## config.mk

```make
export PLATFORM = sky130hd
export DESIGN_NAME = psum_bank_ctrl
export DESIGN_NICKNAME = d
export VERILOG_FILES = /design/src/rtl/psum_bank_ctrl.sv
export SDC_FILE = /design/constraint.sdc
export NUM_CORES = 2
export LEC_CHECK = 0
export ABC_AREA = 1
export BUFFER_PORTS_ARGS = -buffer_cell sky130_fd_sc_hd__buf_2
export CAP_MARGIN = 30
export CORE_AREA = 8 8 410 412
export CTS_BUF_LIST = sky130_fd_sc_hd__clkbuf_8
export DETAILED_ROUTE_END_ITERATION = 10
export DIE_AREA = 0 0 418 420
export GPL_ROUTABILITY_DRIVEN = 0
export HOLD_SLACK_MARGIN = 0.15
export PLACE_DENSITY = 0.62
export SKIP_LAST_GASP = 1
export SYNTH_ARGS = -nofsm -noshare
export SYNTH_HDL_FRONTEND = slang
export SYNTH_SLANG_ARGS = --single-unit
```

## constraint.sdc

```tcl
create_clock -name clk -period 37 [get_ports clk]
set_input_delay 0 -clock clk [delete_from_list [all_inputs] [get_ports clk]]
set_output_delay 0 -clock clk [all_outputs]
set_load 0.01 [all_outputs]
```

## src/rtl/psum_bank_ctrl.sv

```systemverilog
// Initiator-side controller for an 8-lane psum SRAM bank: overwrite or read-modify-write accumulate
// of incoming psum vectors, plus valid/ready readout of an address range with optional per-lane ReLU.
module psum_bank_ctrl #(
    parameter int col     = 8,
    parameter int psum_bw = 32,
    parameter int addr_bw = 11
) (
    input  logic                   clk,
    input  logic                   reset,
    input  logic                   in_valid,
    output logic                   in_ready,
    input  logic [addr_bw-1:0]     in_addr,
    input  logic [col*psum_bw-1:0] in_data,
    input  logic                   in_first,
    input  logic                   dump_start,
    input  logic [addr_bw-1:0]     dump_base,
    input  logic [addr_bw:0]       dump_len,
    input  logic                   dump_relu,
    output logic                   out_valid,
    input  logic                   out_ready,
    output logic [col*psum_bw-1:0] out_data,
    output logic                   dump_done,
    output logic                   busy,
    output logic                   sram_cen,
    output logic                   sram_wen,
    output logic [addr_bw-1:0]     sram_a,
    output logic [col*psum_bw-1:0] sram_d,
    input  logic [col*psum_bw-1:0] sram_q
);
    localparam int DW = col * psum_bw;
    localparam logic [addr_bw:0] MAX_LEN = {1'b1, {addr_bw{1'b0}}};
    localparam logic [addr_bw:0] ONE     = {{addr_bw{1'b0}}, 1'b1};

    typedef enum logic [1:0] {IDLE, ACC_RD, ACC_WR, DUMP} state_t;

    state_t             state_q, state_d;
    logic [addr_bw-1:0] acc_addr_q, acc_addr_d, ptr_q, ptr_d, a_q, a_d;
    logic [DW-1:0]      acc_data_q, acc_data_d, out_data_q, out_data_d, d_q, d_d;
    logic [addr_bw:0]   iss_left_q, iss_left_d, acc_left_q, acc_left_d;
    logic               relu_q, relu_d, dump_rd_q, dump_rd_d, q_vld_q, q_vld_d;
    logic               out_valid_q, out_valid_d, dump_done_q, dump_done_d;
    logic               cen_q, cen_d, wen_q, wen_d;
    logic [DW-1:0]      acc_sum, relu_data;
    logic               in_hs, accept, issue;
    logic [addr_bw:0]   len_eff;

    always_comb begin
        acc_sum   = '0;
        relu_data = '0;
        for (int unsigned i = 0; i < col; i++) begin
            acc_sum[i*psum_bw +: psum_bw] = sram_q[i*psum_bw +: psum_bw] + acc_data_q[i*psum_bw +: psum_bw];
            relu_data[i*psum_bw +: psum_bw] = (relu_q && sram_q[i*psum_bw + psum_bw - 1])
                                            ? '0 : sram_q[i*psum_bw +: psum_bw];
        end
    end

    // A dump read stays in flight from issue until its data lands in out_data, so at most one word is
    // ever outstanding and a stalled output can never be overrun.
    always_comb begin
        in_ready = (state_q == IDLE) && !reset;
        in_hs    = in_valid && in_ready;
        accept   = out_valid_q && out_ready;
        len_eff  = (dump_len == '0) ? MAX_LEN : dump_len;
        issue    = (state_q == DUMP) && !dump_rd_q && !q_vld_q && (iss_left_q != '0)
                   && (!out_valid_q || out_ready);

        state_d     = state_q;
        acc_addr_d  = acc_addr_q;
        acc_data_d  = acc_data_q;
        ptr_d       = ptr_q;
        iss_left_d  = iss_left_q;
        acc_left_d  = acc_left_q;
        relu_d      = relu_q;
        dump_rd_d   = 1'b0;
        q_vld_d     = dump_rd_q;
        out_valid_d = out_valid_q;
        out_data_d  = out_data_q;
        dump_done_d = 1'b0;
        cen_d       = 1'b1;
        wen_d       = 1'b1;
        a_d         = a_q;
        d_d         = d_q;

        case (state_q)
            IDLE: begin
                if (in_hs) begin
                    cen_d = 1'b0;
                    a_d   = in_addr;
                    if (in_first) begin
                        wen_d = 1'b0;
                        d_d   = in_data;
                    end else begin
                        acc_addr_d = in_addr;
                        acc_data_d = in_data;
                        state_d    = ACC_RD;
                    end
                end else if (dump_start) begin
                    ptr_d      = dump_base;
                    iss_left_d = len_eff;
                    acc_left_d = len_eff;
                    relu_d     = dump_relu;
                    state_d    = DUMP;
                end
            end
            ACC_RD: state_d = ACC_WR;
            ACC_WR: begin
                cen_d   = 1'b0;
                wen_d   = 1'b0;
                a_d     = acc_addr_q;
                d_d     = acc_sum;
                state_d = IDLE;
            end
            DUMP: begin
                if (issue) begin
                    cen_d      = 1'b0;
                    a_d        = ptr_q;
                    ptr_d      = ptr_q + 1'b1;
                    iss_left_d = iss_left_q - 1'b1;
                    dump_rd_d  = 1'b1;
                end
                if (q_vld_q) begin
                    out_data_d  = relu_data;
                    out_valid_d = 1'b1;
                end
                if (accept) begin
                    out_valid_d = 1'b0;
                    acc_left_d  = acc_left_q - 1'b1;
                    if (acc_left_q == ONE) begin
                        dump_done_d = 1'b1;
                        state_d     = IDLE;
                    end
                end
            end
            default: state_d = IDLE;
        endcase
    end

    always_ff @(posedge clk or posedge reset) begin
        if (reset) begin
            state_q     <= IDLE;
            acc_addr_q  <= '0;
            acc_data_q  <= '0;
            ptr_q       <= '0;
            iss_left_q  <= '0;
            acc_left_q  <= '0;
            relu_q      <= 1'b0;
            dump_rd_q   <= 1'b0;
            q_vld_q     <= 1'b0;
            out_valid_q <= 1'b0;
            out_data_q  <= '0;
            dump_done_q <= 1'b0;
            cen_q       <= 1'b1;
            wen_q       <= 1'b1;
            a_q         <= '0;
            d_q         <= '0;
        end else begin
            state_q     <= state_d;
            acc_addr_q  <= acc_addr_d;
            acc_data_q  <= acc_data_d;
            ptr_q       <= ptr_d;
            iss_left_q  <= iss_left_d;
            acc_left_q  <= acc_left_d;
            relu_q      <= relu_d;
            dump_rd_q   <= dump_rd_d;
            q_vld_q     <= q_vld_d;
            out_valid_q <= out_valid_d;
            out_data_q  <= out_data_d;
            dump_done_q <= dump_done_d;
            cen_q       <= cen_d;
            wen_q       <= wen_d;
            a_q         <= a_d;
            d_q         <= d_d;
        end
    end

    assign busy      = (state_q != IDLE);
    assign out_valid = out_valid_q;
    assign out_data  = out_data_q;
    assign dump_done = dump_done_q;
    assign sram_cen  = cen_q;
    assign sram_wen  = wen_q;
    assign sram_a    = a_q;
    assign sram_d    = d_q;
endmodule
```

# After elaboration in Yosys (flattened, before gate mapping)

Cells that the tools add are included.

Equality and inequality tests: 13
Add/sub/neg operators: 11
Muxes and demuxes: 44
Reductions and logical operators: 37
Bitwise operators: 2

Operators by type and width:

| kind                    | count |
|---|---|
| $mux W256               | 2 |
| $pmux W256 S2           | 1 |
| $add A32 B32 Y32        | 8 |
| $mux W32                | 8 |
| $mux W12                | 5 |
| $mux W11                | 5 |
| $pmux W12 S2            | 2 |
| $pmux W11 S3            | 1 |
| $sub A12 B1 Y12 const B | 2 |
| $pmux W11 S2            | 1 |
| $logic_and A1 B1 Y1     | 15 |
| $eq A12 B1 Y1 const B   | 1 |
| $logic_not A12 Y1       | 1 |
| $ne A2 B2 Y1 const B    | 6 |
| $reduce_and A3 Y1       | 4 |
| $reduce_and A4 Y1       | 3 |
| $reduce_bool A12 Y1     | 1 |
| $add A11 B1 Y11 const B | 1 |
| $mux W1                 | 11 |
| $mux W2                 | 5 |
| $pmux W2 S4             | 1 |
| $reduce_bool A2 Y1      | 4 |
| $ne A3 B3 Y1 const B    | 2 |
| $eq A2 B2 Y1 const B    | 2 |
| 10 further kinds        | 15 |

Bits of input ports: 553
Word-level logic and storage cells: 123
Register bits after elaboration: 834

# Logic depth before layout (Yosys ltp)

Word-level depth: 7
Depth in mapped cells: 13

# Worst setup path after synthesis

Ideal clock, no wire load.

Kind: reg-to-reg
Start: register acc_data_q[0]
End: register d_q[20] (netlist: sram_d[20])
Stages on the path, launching flop included: 13
Clock period less this slack: 1.869 ns
Data arrival time: 1.752 ns
Required time: 36.884 ns
Path slack: 35.131 ns
Cell sequence: dfrtp_1 ha_1 fa_1 nand3_1 nand3_1 nand3_1 nand3_1 nand3_1 nand2_1 nand2_1 nand3_1 nand2_1 nand2_1

Cells in the longest elaborated chain, start to end: 2

Ends and longest elaborated chain:

| what                     | line | RTL |
|---|---|---|
| start: declaration       | 38   | `logic [DW-1:0] acc_data_q, acc_data_d, out_data_q, out_data_d, d_q, d_d;` |
| start signal: assignment | 159  | `acc_data_q <= acc_data_d;` |
| $add A32 B32 Y32         | 51   | `acc_sum[i*psum_bw +: psum_bw] = sram_q[i*psum_bw +: psum_bw] + acc_data_q[i*psum_bw +: psum_bw];` |
| $pmux W256 S2            | 84   | `case (state_q)` |
| end signal: assignment   | 155  | `d_q <= '0;` |
| end signal: assignment   | 172  | `d_q <= d_d;` |
| end: declaration         | 38   |  |

No other way between the ends.
A chain may end at the register's enable or synchronous reset.

# Final worst setup path

Start: register acc_data_q[40]
End: register d_q[59] (netlist: sram_d[59])

Same word-level chain as after synthesis.

==> impl_metrics.tcl <==
set metrics [dict create \
    nNetsFinal 10902 \
    ir_worst_vdd_mv 0.0509 \
    die_w_um 418 \
    async_reset_ff_share_pct 100 \
    r2r_cells 16 \
    syn_inst 7625 \
    power_density_nw_per_um2 81.5 \
    synth.ff_latch_count 834 \
    ys_warn_count 0 \
    core_um2 162000 \
    rsz0062_at_grt "no" \
    setup_viol 0 \
    period_needed_ps 4450 \
    register_area_um2 20900 \
    cp-start-kind "flop" \
    min_to "sram_d[237]" \
    dp_hpwl_mm 181 \
    initial_core_util_pct 33.0 \
    reg2reg_slack_ps 32550 \
    grt_overflow_total 0 \
    finClkSkew_ps 49.0 \
    hp-start "sram_q[237]" \
    synth_top_family_by_area "simple AND/OR/NAND/NOR gates" \
    synth-xor-area-share_pct 1.49 \
    clock_path_buffers 3 \
    grt_usage_pct 27.9 \
    muxShareOfSynthArea_pct 5.55 \
    final_cells 12433 \
    antenna_found_initial 43 \
    rr_endpoint "sram_d[59]" \
    cts.sinks 834 \
    remaining_drc_errors 0 \
    mostFrequentLayoutCells "nand2_1, dlygate4sd3_1, buf_2, inv_1, dfrtp_1" \
    leakage_nw 42.1 \
    cts_buffers 157 \
    pin_count 1082 \
    grt_pass1_wl_mm 382 \
    cts_tree "done" \
    totalWireLength_mm 256 \
    slew_headroom_pct 25.9 \
    vias 63303 \
    layout-drive-gt1-share_pct 14.5 \
    max_cap_violations 0 \
    synth_cell_types 42 \
    place_area_um2 60900 \
    port_buffers 1081 \
    grt_pass1_vias 63640 \
    hold_viol_final 0 \
    worstSkewPairLatency_ps 920 \
    syn_area_um2 53300 \
    ys_seq_area_share_pct 39.1 \
    cp.arrival_ps 5230 \
    crit_type "reg -> reg" \
    status "finished clean" \
    synth_compound_area_share_pct 5.61 \
    crit_required_ps 37780 \
    num-fill-cells 15164 \
    fin_setup_tns_ps 0 \
    hp-class "in -> reg" \
    vias_per_cell 5.09 \
    drt_first_pass_iters 9 \
    rows 148 \
    initialDrtViolationCount 5857 \
    cts_resized 0 \
    area_delta_synth_final_pct 47.2 \
    wl_per_cell_um 20.6 \
    post_synth_and_or_nand_nor_area_fraction_pct 33.2 \
    syn_area_per_cell_um2 6.99 \
    mostFrequentLayoutCell "nand2_1" \
    grt_max_degree 172 \
    crit_path_max_fanout 4 \
    worst_pin_slew_ps 1110 \
    period_share_pct 12.0 \
    synth_top_flop_cell "dfrtp_1" \
    ant_nets 0 \
    synthAdderAreaFrac_pct 6.24 \
    finish.instance_area_um2 78500 \
    die_height_um 420 \
    whs_path_depth 6 \
    end_kind "flop" \
    timing.rr.start "acc_data_q[40]" \
    maxSlewViolCount 0 \
    synth-edff-count 0 \
    syn_nets 8439 \
    placed_cells 10698 \
    clock.fmax_ghz 0.225 \
    clkTransAtPathRegs_ps 60 \
    htreeDepth 4 \
    dieArea_um2 176000 \
    multi_input_area_um2 27800 \
    cts_root_buffer "clkbuf_8" \
]
worst max-delay path: stages (launching register included):
cell and delay, ps:
dfrtp_1 410, ha_1 370, nand2_1 70, dlygate4sd3_1 560, nand2_1 60, dlygate4sd3_1 570
nand2_1 60, nand2_1 70, nand3b_1 170, nand2_1 60, dlygate4sd3_1 570, nand3_1 80
dlygate4sd3_1 540, nand3_1 70, dlygate4sd3_1 590, nand2_1 60, nand2_1 50
metal layers:
metal / share of wire [%] / global-route usage [%] / vias to the layer above
li1: - / - / 28989
met1: 37 / 31.7 / 29706
met5: 0.032 / 0 / -
met3: 8.4 / 6.48 / 1013
met4: 8.5 / 20.7 / 12
met2: 46 / 45.7 / 3583
where the power goes:
| part | leakage (nW) | total (mW) | internal [mW] | switching (mW) |
|---|---|---|---|---|
| clock network | 1.88 | 0.984 | 0.531 | 0.452 |
| registers | 9.94 | 1.70 | 1.39 | 0.315 |
| logic | 30.3 | 3.71 | 1.37 | 2.34 |
| total | 42.1 | 6.40 | 3.29 | 3.11 |
sequential cells by signal, indices dropped and copies added, names as in the netlist, 2 cells and up:
signal / cells
iss_left_q: 12
acc_addr_q: 11
ptr_q: 11
sram_d: 256
state_q: 2
acc_left_q: 12
out_data: 256
sram_a: 11
acc_data_q: 256
stage by stage:
| stage | setup WS [ps] | power (mW) | utilization [%] | hold slack (ps) |
|---|---|---|---|---|
| finish | 32550 | 6.40 | 48.6 | 277 |
| global route | 32260 | 6.86 | 48.5 | 237 |
| CTS | 32580 | 6.29 | 48.4 | 150 |
| detailed placement | 32790 | 5.01 | 37.7 | 221 |
| global placement | 32840 | 4.95 | 37.6 | 219 |
| floorplan | 13570 | 3.76 | - | 31.1 |
kinds of logic after synthesis:
kind of cell               count (synthesis)
and+or+nand+nor                         4423
buffers and inverters                   1186
DFF                                      834
AOI/OAI and AO/OA                        567
muxes                                    263
adders and majority gates                261
xor gates and xnor gates                  91
worst max-delay path by stage:
stage	start	to	slack, ps	cells past startpoint
2_1_floorplan	reset	acc_addr_q[0]	13570	1
3_3_place_gp	reset	sram_d[90]	32840	6
3_5_place_dp	reset	sram_d[90]	32790	6
4_1_cts	acc_data_q[40]	sram_d[59]	32580	16
5_1_grt	acc_data_q[40]	sram_d[59]	32260	16
6_report	acc_data_q[40]	sram_d[59]	32550	16
synth_stat cells (2+ instances only):
master,count,share of area [%]
nand2_1,3156,22
inv_1,946,6.7
dfrtp_1,832,39
nand3_1,729,6.8
nor2_1,454,3.2
a21oi_1,311,2.9
ha_1,253,5.9
mux2_1,182,3.8
o21ai_0,176,1.7
clkbuf_1,134,0.94
mux2_2,81,1.7
buf_2,76,0.71
xor2_1,71,1.2
nor3_1,31,0.29
nand4_1,29,0.34
o21bai_1,24,0.34
xnor2_1,20,0.33
o21ai_1,15,0.14
a31oi_1,13,0.15
buf_6,11,0.23
buf_4,9,0.13
a21o_1,8,0.11
fa_1,8,0.30
nand3b_1,7,0.099
or2_2,7,0.082
inv_2,6,0.042
a221oi_1,5,0.082
a41oi_1,4,0.066
o211ai_1,4,0.056
buf_1,3,0.021
nand2_2,3,0.035
o22ai_1,3,0.035
a22oi_1,2,0.028
dfstp_2,2,0.099
nor2_2,2,0.023
nor2_4,2,0.042
cell type report:
type / instances / area share (%)
clock inverters: 83 / 0.727
clock buffers: 201 / 3.52
diodes: 45 / 0.143
well taps: 2175 / 3.47
inverters: 953 / 4.60
repair buffers: 2537 / 25.5
multi-input cells: 5605 / 35.4
flip-flops and latches: 834 / 26.6
timing repair:
item | CTS | global route
hold endpoints to repair | 1261 | 0
hold buffers | 1403 | 0
setup buffers | 0 | 0
No activity file was read; power rests on OpenSTA's default activity.
